<file path="config.mk">
export PLATFORM = sky130hd
export DESIGN_NAME = shift_arbiter
export DESIGN_NICKNAME = d
export VERILOG_FILES = /design/src/rtl/shift_arbiter.sv
export SDC_FILE = /design/constraint.sdc
export NUM_CORES = 1
export LEC_CHECK = 0
export ABC_AREA = 1
export CORE_MARGIN = 3
export CORE_UTILIZATION = 53
export CTS_BUF_LIST = sky130_fd_sc_hd__clkbuf_4
export CTS_CLUSTER_SIZE = 14
export DETAILED_ROUTE_END_ITERATION = 8
export GPL_ROUTABILITY_DRIVEN = 0
export GPL_TIMING_DRIVEN = 0
export PLACE_DENSITY = 0.84
export SLEW_MARGIN = 20
export SYNTH_ARGS = -nofsm -noshare
export SYNTH_HDL_FRONTEND = slang
export SYNTH_SLANG_ARGS = --single-unit
</file>
<file path="constraint.sdc">
create_clock -name clock -period 1.9 [get_ports clock]
set_input_delay 0.38 -clock clock [delete_from_list [all_inputs] [get_ports clock]]
set_output_delay 0.38 -clock clock [all_outputs]
set_load 0.01 [all_outputs]
</file>
<file path="src/rtl/shift_arbiter.sv">
// Round-robin arbiter sharing one 32-bit sll/sra datapath between two requesters; result registered, 1 cycle.
// Backpressure: a full result slot that is not being drained deasserts both readies; 1 op/cycle when drained.

module sll_32 (
   input  logic [31:0] a_i,
   input  logic [4:0]  shamt_i,
   output logic [31:0] y_o
);
   assign y_o = a_i << shamt_i;
endmodule

module sra_32 (
   input  logic [31:0] a_i,
   input  logic [4:0]  shamt_i,
   output logic [31:0] y_o
);
   assign y_o = $unsigned($signed(a_i) >>> shamt_i);
endmodule

module shift_arbiter (
   input  logic        clock,
   input  logic        reset,
   input  logic        req0_valid,
   output logic        req0_ready,
   input  logic        req0_op,
   input  logic [31:0] req0_a,
   input  logic [4:0]  req0_shamt,
   input  logic        req1_valid,
   output logic        req1_ready,
   input  logic        req1_op,
   input  logic [31:0] req1_a,
   input  logic [4:0]  req1_shamt,
   output logic        res_valid,
   input  logic        res_ready,
   output logic [31:0] res_data,
   output logic        res_id
);
   logic        res_valid_q, res_valid_d;
   logic [31:0] res_data_q, res_data_d;
   logic        res_id_q, res_id_d;
   logic        prio_q, prio_d;

   logic        slot_free;
   logic        gnt_any;
   logic        gnt_id;
   logic        xfer;
   logic        sel_op;
   logic [31:0] sel_a;
   logic [4:0]  sel_shamt;
   logic [31:0] sll_res;
   logic [31:0] sra_res;

   assign slot_free = !res_valid_q || res_ready;
   assign gnt_any   = req0_valid || req1_valid;
   // prio only breaks ties; a lone requester always wins
   assign gnt_id    = (req0_valid && req1_valid) ? prio_q : req1_valid;

   assign req0_ready = !reset && slot_free && gnt_any && !gnt_id;
   assign req1_ready = !reset && slot_free && gnt_any && gnt_id;
   assign xfer       = (req0_valid && req0_ready) || (req1_valid && req1_ready);

   assign sel_op    = gnt_id ? req1_op    : req0_op;
   assign sel_a     = gnt_id ? req1_a     : req0_a;
   assign sel_shamt = gnt_id ? req1_shamt : req0_shamt;

   sll_32 u_sll (.a_i(sel_a), .shamt_i(sel_shamt), .y_o(sll_res));
   sra_32 u_sra (.a_i(sel_a), .shamt_i(sel_shamt), .y_o(sra_res));

   always_comb begin
      res_valid_d = res_valid_q;
      res_data_d  = res_data_q;
      res_id_d    = res_id_q;
      prio_d      = prio_q;
      if (xfer) begin
         res_valid_d = 1'b1;
         res_data_d  = sel_op ? sra_res : sll_res;
         res_id_d    = gnt_id;
         prio_d      = ~gnt_id;
      end else if (res_ready) begin
         res_valid_d = 1'b0;
      end
   end

   always_ff @(posedge clock) begin
      if (reset) begin
         res_valid_q <= 1'b0;
         res_data_q  <= 32'h0;
         res_id_q    <= 1'b0;
         prio_q      <= 1'b0;
      end else begin
         res_valid_q <= res_valid_d;
         res_data_q  <= res_data_d;
         res_id_q    <= res_id_d;
         prio_q      <= prio_d;
      end
   end

   assign res_valid = res_valid_q;
   assign res_data  = res_data_q;
   assign res_id    = res_id_q;
endmodule

</file>
==> results.ini, run 1 <==
[status]
status=did not finish
lastStage=global routing
stop_error=[ERROR GRT-0232] Routing congestion too high. Check the congestion heatmap in the GUI.

[die]
die_h_um=104
fp.dieW_um=104
fp-row-count=34
start_util_pct=56.2
ios=117

[clock_tree]
htreeDepth=2
cts_buffers=5
clock-root-buffer=clkbuf_4
cts.sink_count=35
clk_path_buf_depth=2

[logic_synthesis]
synth_area_leaders=nand3_1 36%, nand2_1 27%, dfxtp_1 14%, a21oi_1 3.9%, o21ai_0 3.8%
postSynthAreaPerCell_um2=5.01
yosysWarnings=0
yosysTopAreaCell=nand3_1
syn_nets=1087
yosys.area.top_type_share_pct=36.0
ys_types=25
seq_area_frac_synth_pct=13.9
netlist_instances=1006
synth_seq_cells=35
synth_area_um2=5040

[global_routing]
overflow=21
grt_max_degree=12
grt_usage_pct=69.8

[sta]
worst_endpoint_kind=sequential cell input
crit_endpoint=res_data[12]$_SDFFE_PP0P_/D

[placed_design]
placed_cells=1247
place_ws_ps=-1210
hpwl_mm=17.9
io_buffers=115

[synth_stat cells, drive strengths merged]
| master | n |
|---|---|
| nand2 | 364 |
| nand3 | 363 |
| o21ai | 45 |
| buf | 43 |
| inv | 40 |
| a21oi | 39 |
| nor2 | 39 |
| dfxtp | 35 |
| clkbuf | 30 |
| o211ai | 2 |
| o31ai | 2 |
| a31o | 1 |
| nand3b | 1 |
| nand4 | 1 |
| o21a | 1 |
[metrics by stage]
step | util, % | instance area (um2) | TNS, ps | hold slack, ps
2_1_floorplan | - | 5040 | 0 | 449
3_3_place_gp | 70.8 | 6350 | -28820 | 476
3_5_place_dp | 70.8 | 6350 | -29740 | 480
4_1_cts | 80.9 | 7260 | -566 | 376
[repair_timing]
action / 4_1_cts
endpoints found under the setup margin: 36
setup buffers: 14
gates resized for setup: 243
cloned: 3
pin swaps: 13
hold buffers: 0
[kinds of logic after synthesis]
group	count (synthesis)	share of synthesized area, %
AO/OA/AOI/OAI	90	9.58
buffers and inverters	113	9.68
flip-flops	35	13.9
AND/OR/NAND/NOR	768	66.8
[metal layers]
metal	GRT overflow	GRT usage, %
met3	0	55.0
met5	0	24.3
met4	7	62.6
met1	0	71.6
met2	14	86.9
==> run 2: changes to the inputs <==
--- a/config.mk
+++ b/config.mk
@@ -7,13 +7,11 @@
 export LEC_CHECK = 0
 export ABC_AREA = 1
 export CORE_MARGIN = 3
-export CORE_UTILIZATION = 53
-export CTS_BUF_LIST = sky130_fd_sc_hd__clkbuf_4
-export CTS_CLUSTER_SIZE = 14
+export CORE_UTILIZATION = 40
 export DETAILED_ROUTE_END_ITERATION = 8
 export GPL_ROUTABILITY_DRIVEN = 0
 export GPL_TIMING_DRIVEN = 0
-export PLACE_DENSITY = 0.84
+export PLACE_DENSITY_LB_ADDON = 0.15
 export SLEW_MARGIN = 20
 export SYNTH_ARGS = -nofsm -noshare
 export SYNTH_HDL_FRONTEND = slang
==> results.ini, run 2 <==
[logic_synthesis]
syn_nets=1087
synth_area_leaders=nand3_1 36%, nand2_1 27%, dfxtp_1 14%, a21oi_1 3.9%, o21ai_0 3.8%
synth-edff-count=0
postSynthAreaPerCell_um2=5.01
synth_seq_cells=35
ys_types=25
ys_dominant_reg_cell=dfxtp_1
yosysTopAreaCell=nand3_1
yosys.area.top_type_share_pct=36.0
seq_area_frac_synth_pct=13.9
synth_common_cells=363 x nand3_1, 360 x nand2_1, 39 x a21oi_1, 38 x nor2_1, 38 x o21ai_0
yosysWarnings=0
netlist_instances=1006
yosysMostFrequentCell=nand3_1
synth_area_um2=5040
asyncSetResetFlopFracSynth_pct=0

[clock_tree]
clock-root-buffer=clkbuf_16
htreeDepth=2
cts.clk_slew.worst_paths_ps=50
clk_path_buf_depth=2
cts_tree=done
cts_buffers=5
clk_latency_ps=280
cts.sink_count=35

[drt]
final_antenna_net_count=0
drtIter0Drc=1561
avgViaCountPerCell=6.24
vias=8260
finalWirelength_mm=25.4
drt_pass1_iterations=9
drc_errors=21
wl_per_cell_um=19.2

[finish]
fillers=1096
multi_input_area_um2=4880
layout.nets=1237
drive_gt1_share_pct=30.5
post-route-util_pct=67.0
largest_reg_flops=32
final_cell_mix=268 x nand3_1, 254 x nand2_1, 109 x clkdlybuf4s50_1
layout.area.seq_um2=702
n_antenna_cell=0
final_common_cell=nand3_1
area_delta_synth_final_pct=61.6

[sta]
finClkSkew_ps=5.38
rsz0062_at_grt=true
max_freq_ghz=0.487
holdWs_ps=444
post-route-min-period_ps=2050
fin_ws_ps=-154
worstMarginPinSlew_ps=535
drv_slew=0
post-route-period-util_pct=108
hold_viol_final=0
setup-violations-final=33
relSlewSlack_pct=64.3

[global_routing]
grt_usage_pct=34.1
grt_pass1_vias=7422
grt_pass1_wl_mm=38.6
overflow=0
antenna_found_initial=0
grt_max_degree=12

[worst_setup_path]
crit_start=prio_q
cp-end-kind=flip-flop
startpoint_type=flip-flop
required_ps=2110
endpoint=res_data[28]
rrSetupSlack_ps=-150
r2r-end=res_data[28]
reg2reg_from=prio_q
critPathMaxFanout=10
reg2reg_depth=13
path_class=flip-flop to flip-flop
arrival_ps=2260

[die]
fp.dieW_um=118
fp-row-count=40
dieArea_um2=14000
die_h_um=118
ios=117
start_util_pct=41.5
core_area_um2=12200

[placed_design]
hpwl_mm=18.7
io_buffers=115

[status]
status=finished with violations
violations=design-rule violations, negative setup slack

[power_and_ir_drop]
peakVddDrop_mv=0.413
power_density_nw_per_um2=641
leakagePower_nw=3.85

[job]
cap_violations=0

[min_path]
min_path_type=primary input to flip-flop

run 2: cell type report:
type | count | area share (%)
sequential | 35 | 8.61
clock inverter | 1 | 0.0614
multi-input combinational | 860 | 59.9
clock buffer | 6 | 1.70
inverter | 40 | 2.06
buffer | 72 | 8.05
tap | 168 | 2.58
timing repair buffer | 142 | 17.1
run 2: worst min-delay path by stage:
stage / from / to / slack [ps] / depth (start not counted)
5_1_grt: reset / res_valid / 450 / 2
4_1_cts: reset / res_valid / 440 / 2
3_3_place_gp: res_id / res_id / 480 / 1
6_report: reset / res_valid / 440 / 2
3_5_place_dp: res_id / res_id / 480 / 1
2_1_floorplan: reset / res_valid / 450 / 1
run 2: per-stage QoR:
| step | std cells | setup TNS, ps | total power, mW | area, um2 | worst slack, ps |
|---|---|---|---|---|---|
| after floorplan | 1006 | 0 | 2.56 | 5040 | 14.7 |
| after global placement | 1289 | -29480 | 3.48 | 6400 | -1180 |
| after detailed placement | 1289 | -29530 | 3.48 | 6400 | -1200 |
| after CTS | 1318 | -1400 | 4.75 | 7540 | -71.9 |
| after global routing | 1324 | -5560 | 5.46 | 8150 | -227 |
| final | 1324 | -3000 | 5.22 | 8150 | -154 |
run 2: kinds of logic (layout without fill, tap and decap cells):
family / Yosys count / after routing / share of synthesized area [%]
and+or+nand+nor: 768 / 770 / 66.8
buffers and inverters: 113 / 261 / 9.68
AOI/OAI and AO/OA: 90 / 90 / 9.58
DFF: 35 / 35 / 13.9
run 2: power by group:
group / leakage [nW] / total [mW] / internal (mW) / switching [mW]
clock network: 0.0727 / 0.793 / 0.510 / 0.283
logic: 3.49 / 3.59 / 1.33 / 2.26
registers: 0.290 / 0.841 / 0.807 / 0.0338
total: 3.85 / 5.22 / 2.64 / 2.58
run 2: timing repair:
| item | in CTS | in global routing |
|---|---|---|
| pin swaps | 26 | 16 |
| endpoints found under the setup margin | 36 | 33 |
| hold buffers | 0 | 0 |
| setup buffers | 15 | 6 |
| gates resized for setup | 274 | 159 |
| cloned | 7 | 1 |
run 2: layer usage:
| layer | vias to the layer above | global-route usage, % | share of wire [%] |
|---|---|---|---|
| li1 | 3689 | - | - |
| met1 | 3647 | 44.3 | 37 |
| met2 | 724 | 51.7 | 42 |
| met3 | 200 | 11.2 | 14 |
| met4 | 0 | 14.0 | 6.5 |
| met5 | - | 1.84 | 0 |
run 2: critical path: stages, from the launching register on:
cell	delay, ps
dfxtp_2	340
inv_4	60
nand2_8	110
nand2_8	100
buf_12	160
o21ai_4	260
clkinv_4	140
buf_4	200
buf_4	140
nand3_2	100
nand3_1	90
nand3_1	90
nand2_1	70
a21oi_1	110
Power figures use the tool's default switching activity.
==> run 3: changes to the inputs <==
--- a/config.mk
+++ b/config.mk
@@ -11,7 +11,7 @@
 export DETAILED_ROUTE_END_ITERATION = 8
 export GPL_ROUTABILITY_DRIVEN = 0
 export GPL_TIMING_DRIVEN = 0
-export PLACE_DENSITY_LB_ADDON = 0.15
+export PLACE_DENSITY = 0.66
 export SLEW_MARGIN = 20
 export SYNTH_ARGS = -nofsm -noshare
 export SYNTH_HDL_FRONTEND = slang
==> results.ini, run 3 (synthesis gave the netlist of run 2 again) <==
[status]
status=finished with violations
violations=negative setup slack

[worst_setup_path]
max_stage_delay_ps=320
cp-end-kind=flip-flop
rrSetupSlack_ps=-190
required_ps=2070
startpoint_type=flip-flop
cpMostUsedCell=nand2_1
cpMaxStageDelayCell=dfxtp_2
crit_family=simple AND/OR/NAND/NOR gates
reg2reg_from=prio_q
arrival_ps=2270
cp_num_cells=15
crit_chain=inv_4, nand2_8, nand3b_1, nand2_4, buf_6, nand2_2, nand3_2, nand2_1, nand2_1, nand2_1, nand2_2, nand3_1, nand2_1, a21oi_2, nor2_1
path_class=flip-flop to flip-flop
reg2reg_depth=15
r2r-end=res_data[18]
crit_buf_inv=2
critPathMaxFanout=6
crit_start=prio_q

[placed_design]
io_buffers=115
place_ws_ps=-1220
placed_cells=1289
hpwl_mm=19.5

[drt]
drt_pass1_iterations=6
avgViaCountPerCell=6.26
finalWirelength_mm=26.2
wl_per_cell_um=19.9
vias=8275
drtIter0Drc=1271
drc_errors=0
final_antenna_net_count=0

[global_routing]
grt_usage_pct=35.5
grt_pass1_vias=7681
grt_max_degree=12
overflow=0
grt_pass1_wl_mm=40.2
antenna_found_initial=0

[power_and_ir_drop]
combPwrFrac_pct=68.1
leakagePower_nw=3.81
power_density_nw_per_um2=646
p_seq_share_pct=16.3
power_frac_clock_pct=15.6
p_sw_mw=2.56
switching_share_pct=49.5
peakVddDrop_mv=0.332
internal_power_mw=2.62
total_power_mw=5.18

[die]
die_h_um=118
fp-row-count=40
start_util_pct=41.5
fp.dieW_um=118
dieArea_um2=14000
core_area_um2=12200
ios=117

[finish]
final_common_cell=nand3_1
area_delta_synth_final_pct=58.9
layout.nets=1234
largest_reg_flops=32
drive_gt1_share_pct=28.4
layout.cells.non_filler=1321
final_cell_mix=271 x nand3_1, 266 x nand2_1, 109 x clkdlybuf4s50_1
n_antenna_cell=0

[sta]
setup-violations-final=33
post-route-period-util_pct=110
setup_tns_ps=-3520
worstMarginPinSlew_ps=583
finClkSkew_ps=3.82
holdWs_ps=461
drv_slew=0
fin_ws_ps=-194
max_freq_ghz=0.477
relSlewSlack_pct=61.1
rsz0062_at_grt=true
hold_viol_final=0
post-route-min-period_ps=2090

[min_path]
hold_start=reset
min_to=res_valid
min_path_type=primary input to flip-flop
worstHoldPathCells=2

[clock_tree]
clock-root-buffer=clkbuf_16
cts_buffers=5
hold_buffers=0
htreeDepth=2
clk_latency_ps=280
cts_tree=done
clk_path_buf_depth=2
cts.sink_count=35
cts.clk_slew.worst_paths_ps=50

[job]
cap_violations=0

==> run 3: changes by cell type in the layout (fill, tap and decap cells not counted), moves of 4 or more <==
cell / previous run / this run
inv_2: 9 / 5
clkbuf_8: 2 / 7
a21oi_1: 23 / 27
clkbuf_4: 12 / 6
nand2_2: 97 / 90
inv_1: 27 / 31
o21ai_1: 7 / 2
nand2_1: 254 / 266
==> run 3: how the worst max path moves through the flow <==
stage / end / slack [ps]
after CTS: res_data[3] / -90
after detailed placement: req0_ready / -1220
after global routing: res_data[26] / -270
final: res_data[18] / -190
after floorplan: req0_ready / 10
after global placement: req0_ready / -1210
==> run 3: routing by layer <==
layer / part of all wire [%] / global-route usage [%] / up-vias
met5: 0 / 0 / -
met3: 14 / 10.7 / 162
met4: 5.5 / 14.6 / 0
met1: 38 / 45.7 / 3750
met2: 43 / 55.2 / 676
li1: - / - / 3687
==> run 3: stage by stage <==
step	cell area (um2)	utilization (%)
global placement	6400	52.7
CTS	7690	63.2
detailed placement	6400	52.7
global route	8010	65.9
floorplan	5040	-
finish	8010	65.9
==> run 3: power by group through the flow <==
| stage | Sequential (mW) | Clock, mW | Combinational (mW) |
|---|---|---|---|
| after floorplan | 0.884 | 0 | 1.67 |
| after global placement | 0.854 | 0 | 2.65 |
| after detailed placement | 0.854 | 0 | 2.65 |
| after CTS | 0.843 | 0.822 | 3.18 |
| after global routing | 0.850 | 0.854 | 3.72 |
| final | 0.842 | 0.809 | 3.53 |
==> run 3: worst reg2reg max path: cells and delay by family (launching register included) <==
| family | cells | cell delay, ps |
|---|---|---|
| and+or+nand+nor | 12 | 1250 |
| DFF | 1 | 320 |
| buffers and inverters | 2 | 270 |
| AOI/OAI and AO/OA | 1 | 170 |
==> run 3: what timing repair did <==
| item | in CTS | in global routing |
|---|---|---|
| resized for setup | 305 | 79 |
| endpoints found under the setup margin | 36 | 33 |
| hold endpoints to repair | 0 | 0 |
| pin swaps | 19 | 10 |
| gates cloned | 5 | 1 |
| buffers inserted | 17 | 2 |
==> run 3: cell type report <==
type                    count  area [um2]
multi-input cells         860        4760
repair buffers            138        1350
fillers                  1193        4150
well taps                 168         210
clock buffers               6         139
inverters                  40         165
clock inverters             1        5.00
plain buffers              73         674
flip-flops and latches     35         702
